[src/rtl/password_lock_ctrl.sv]
// password_lock_ctrl: keypad code entry, compare, failure lockout and code reprogramming
module password_lock_ctrl #(
  parameter int DIGITS = 3,
  parameter logic [4*DIGITS-1:0] INIT_CODE = 12'h999,
  parameter int MAX_FAIL = 3,
  parameter int LOCK_CYCLES = 16,
  parameter int SHOW_CYCLES = 4
) (
  input  logic       clk,
  input  logic       rst,
  input  logic       start,
  input  logic       rmx,
  input  logic       prog,
  input  logic [9:0] button,
  output logic [1:0] LED_out,
  output logic       busy,
  output logic [1:0] fail_cnt
);
  localparam int CW = $clog2(DIGITS + 1);
  localparam int TMAX = LOCK_CYCLES > SHOW_CYCLES ? LOCK_CYCLES : SHOW_CYCLES;
  localparam int TW = $clog2(TMAX + 1);
  localparam logic [CW-1:0] DN = CW'(DIGITS);
  localparam logic [TW-1:0] TS = TW'(SHOW_CYCLES - 1);
  localparam logic [TW-1:0] TL = TW'(LOCK_CYCLES - 1);
  localparam logic [1:0] MF = 2'(MAX_FAIL);
  typedef enum logic [2:0] {IDLE, ENTRY, PASS, FAIL, LOCKED, PROG} state_t;
  state_t state_q, state_d;
  logic [4*DIGITS-1:0] buf_q, buf_d, code_q, code_d;
  logic [CW-1:0] cnt_q, cnt_d;
  logic [TW-1:0] tmr_q, tmr_d;
  logic [1:0] fail_q, fail_d, led_q, led_d;
  logic bad_q, bad_d;
  logic [3:0] idx;
  logic onehot, full, ok;
  always_comb begin
    idx = 4'd0;
    for (int i = 0; i < 10; i++) if (button[i]) idx = 4'(i);
    onehot = button != 10'd0 && (button & (button - 10'd1)) == 10'd0;
    full = cnt_q == DN;
    ok = full && !bad_q;
    state_d = state_q;
    buf_d = buf_q;
    cnt_d = cnt_q;
    bad_d = bad_q;
    code_d = code_q;
    tmr_d = tmr_q;
    fail_d = fail_q;
    case (state_q)
      IDLE: if (start) begin
        state_d = ENTRY;
        buf_d = '0;
        cnt_d = '0;
        bad_d = 1'b0;
      end
      ENTRY, PROG: if (rmx) begin
        tmr_d = TS;
        if (state_q == PROG) begin
          state_d = ok ? PASS : FAIL;
          code_d = ok ? buf_q : code_q;
        end else if (ok && buf_q == code_q) begin
          state_d = PASS;
          fail_d = 2'd0;
        end else begin
          fail_d = fail_q + 2'd1;
          state_d = fail_d == MF ? LOCKED : FAIL;
          tmr_d = fail_d == MF ? TL : TS;
        end
      end else if (start && state_q == ENTRY) begin
        buf_d = '0;
        cnt_d = '0;
        bad_d = 1'b0;
      end else if (button != 10'd0) begin
        bad_d = bad_q || full || !onehot;
        cnt_d = full ? cnt_q : cnt_q + 1'b1;
        buf_d = (!full && onehot) ? {buf_q[4*DIGITS-5:0], idx} : buf_q;
      end
      PASS: if (prog) begin
        state_d = PROG;
        buf_d = '0;
        cnt_d = '0;
        bad_d = 1'b0;
      end else begin
        state_d = tmr_q == '0 ? IDLE : PASS;
        tmr_d = tmr_q == '0 ? tmr_q : tmr_q - 1'b1;
      end
      FAIL, LOCKED: begin
        state_d = tmr_q == '0 ? IDLE : state_q;
        tmr_d = tmr_q == '0 ? tmr_q : tmr_q - 1'b1;
        fail_d = (state_q == LOCKED && tmr_q == '0) ? 2'd0 : fail_q;
      end
      default: state_d = IDLE;
    endcase
    led_d = state_d == PASS ? 2'b01 : state_d == FAIL ? 2'b10 : state_d == LOCKED ? 2'b11 : 2'b00;
  end
  always_ff @(posedge clk) begin
    if (rst) begin
      state_q <= IDLE;
      buf_q <= '0;
      cnt_q <= '0;
      bad_q <= 1'b0;
      code_q <= INIT_CODE;
      tmr_q <= '0;
      fail_q <= 2'd0;
      led_q <= 2'b00;
    end else begin
      state_q <= state_d;
      buf_q <= buf_d;
      cnt_q <= cnt_d;
      bad_q <= bad_d;
      code_q <= code_d;
      tmr_q <= tmr_d;
      fail_q <= fail_d;
      led_q <= led_d;
    end
  end
  assign LED_out = led_q;
  assign busy = state_q != IDLE;
  assign fail_cnt = fail_q;
endmodule

[config.mk]
export PLATFORM = sky130hd
export DESIGN_NAME = password_lock_ctrl
export DESIGN_NICKNAME = d
export VERILOG_FILES = /design/src/rtl/password_lock_ctrl.sv
export SDC_FILE = /design/constraint.sdc
export NUM_CORES = 1
export LEC_CHECK = 0
export BUFFER_PORTS_ARGS = -buffer_cell sky130_fd_sc_hd__buf_2
export CORE_MARGIN = 5
export CORE_UTILIZATION = 52
export DETAILED_ROUTE_END_ITERATION = 8
export GPL_TIMING_DRIVEN = 1
export PLACE_DENSITY_LB_ADDON = 0.2
export SYNTH_ARGS = -nofsm -noshare
export SYNTH_HDL_FRONTEND = slang
export SYNTH_SLANG_ARGS = --single-unit
[constraint.sdc]
create_clock -name clk -period 3.38 [get_ports clk]
set_input_delay 0.676 -clock clk [delete_from_list [all_inputs] [get_ports clk]]
set_output_delay 0.676 -clock clk [all_outputs]
set_load 0.1 [all_outputs]
==> flow_summary.toml <==
[yosys]
synth_cell_types = 60
synthTopCellsByArea = "dfxtp_1 (37%), xor2_1 (5.0%), a22o_2 (4.8%), nor2_1 (3.8%), mux2i_1 (2.9%)"
avgSynthCellArea_sq_um = 9.01
ys.flop_type = "dfxtp_1"
synthesis.nets = 251
yosys_warnings = 0
synth-edff-count = 0
yosys_register_bits = 39
synth_largest_area_cell = "dfxtp_1"
netlist_area_sq_um = 2090
syn_inst = 232
netlist.area_leader.share_pct = 37.3
synthArstFlopShare_pct = 0
seq_area_frac_synth_pct = 37.3

[setup_path]
critPathMaxFanout = 10
reg2reg_from = "state_q[0]"
cp-endpoint = "buf_q[9]"
r2r_slack_ps = 850
worstPathRequired_ps = 3610
ff2ff_path_depth = 6
start_kind = "input port"
endpoint_kind = "flop"
timing.rr.end = "buf_q[9]"
crit_start = "button[7]"
arrival_ps = 2870
critPathKind = "in -> reg"

[flow_run]
drv_cap = 0

[timing]
finalSetupTns_ps = 0
max_slew_margin_pct = 53.6
final.period_utilization_pct = 78.1
final_hold_viol_count = 0
finalSetupViolCount = 0
finalMaxSlewViolations = 0
hold_ws_ps = 464
grt_setup_unrepaired = "false"
min_period_ps = 2640
fmax_ghz = 0.379
clock-skew-final_ps = 4.75
tightestPinTransition_ps = 694

[clocking]
post_cts_buffers = 0
clockBufferDepth = 2
root_buffer = "clkbuf_8"
cts_resized = 0
cts.sinks = 39
cts_max_level = 2
clock_latency_ps = 290
cts_tree = "yes"
cts.clk_slew.worst_paths_ps = 80
cts_buffers = 5
hold_buffers = 0

[run_status]
outcome = "finished, final reports clean"

[die]
num_io_pins = 20
die_y_um = 73.4
die_w_um = 73.4
core_sq_um = 3940
rows = 23
start_util_pct = 53.0
dieArea_sq_um = 5390

[finish]
finalNetCount = 268
fin_area_sq_um = 2290
final_cell_mix = "dfxtp_1 (39), nor2_1 (21), buf_2 (19)"
mostFrequentLayoutCell = "dfxtp_1"
diodes = 0
syn_to_final_growth_pct = 9.69
fin_cells = 300
finish.utilization_pct = 58.2
drive_above_1_share_pct = 21.6
nFillCells = 347

[grt]
grt_pass1_vias = 1648
overflow = 0
antenna_found_initial = 0
grt_max_degree = 29
grt_pass1_wl_mm = 7.18
grt_use_total_pct = 16.8

[pwr]
power.density_nw_per_um2 = 425
p_leak_nw = 0.891
vdd_ir_drop_max_mv = 0.219

[routing]
routed_wl_mm = 4.10
routedWlPerCell_um = 13.7
vias = 1721
first_pass_iters = 5
ant_nets = 0
drtIter0Drc = 74
vias_per_cell = 5.74
drc = 0

[place]
io_buffers = 19
hpwl_mm = 2.95
place_inst = 292
placed_area_sq_um = 2210
gp_congestion = 0.867

[min_path]
hp-class = "reg -> reg"
-- per-stage QoR --
stage | worst slack [ps] | power (mW)
after floorplan | 947 | 0.644
after global placement | 529 | 0.682
after detailed placement | 482 | 0.682
after CTS | 764 | 0.985
after global routing | 400 | 1.02
final | 739 | 0.976
-- kinds of logic (layout without fill, tap and decap cells) --
| logic type | after synthesis | count (layout) | synth area share (%) |
|---|---|---|---|
| simple gates | 81 | 81 | 21.2 |
| compound gates | 65 | 65 | 24.7 |
| flops | 39 | 39 | 37.3 |
| buf+inv | 21 | 39 | 4.49 |
| xor+xnor | 13 | 13 | 5.45 |
| mux | 8 | 8 | 3.95 |
| fa+ha+maj | 5 | 5 | 2.87 |
-- critical path, stage by stage --
cell and delay (ps):
buf_2 120, or3_1 480, a2111oi_0 450, o31ai_1 160
nor2b_1 150, nor2b_1 590, a22o_2 240
-- layout make-up --
class	instances	area (sq um)	share of cell area (%)
Multi-Input combinational cell	172	1220	53.2
Sequential cell	39	781	34.0
Inverter	11	41.3	1.80
Clock inverter	2	12.5	0.546
Timing Repair Buffer	20	103	4.47
Clock buffer	6	72.6	3.16
Tap cell	50	62.6	2.73
-- cell usage after synthesis (all sizes together), types with 3 or more instances --
cell and count:
a211o 6, mux2i 6, o31ai 3, nand4 3, nor2b 9, xor2 12, ha 4, nand2 13
buf 6, clkbuf 4, nor3 7, a21oi 10, a211oi 3, dfxtp 39, nor2 21, nor4 4
or3 6, o21ai 7, inv 11, a21o 4, and2 3, a22o 11
-- per-layer routing --
layer	vias to the layer above	global-route usage [%]	routed length (um)
li1	887	-	-
met1	782	22.0	1990
met2	44	26.7	1850
met3	8	3.69	190
met4	0	6.84	72
met5	-	0	0
-- state kept, by name, indices dropped and copies added, names as in the netlist --
name	flops
bad_q	1
LED_out	2
fail_cnt	2
cnt_q	2
buf_q	12
tmr_q	5
state_q	3
code_q	12
-- how the worst min path moves through the flow --
stage           startpoint          end  slack, ps  cells past startpoint
2_1_floorplan        bad_q        bad_q        440                      2
3_3_place_gp   fail_cnt[0]  fail_cnt[0]        450                      2
3_5_place_dp   fail_cnt[0]  fail_cnt[0]        460                      2
4_1_cts        fail_cnt[0]  fail_cnt[0]        460                      2
5_1_grt        fail_cnt[0]  fail_cnt[0]        490                      2
6_report       fail_cnt[0]  fail_cnt[0]        460                      2
-- power breakdown --
group / internal [mW] / leakage [nW] / switching (mW)
Combinational: 0.0644 / 0.535 / 0.123
Sequential: 0.472 / 0.316 / 0.0141
Clock: 0.144 / 0.0412 / 0.159
Power figures use the tool's default switching activity.
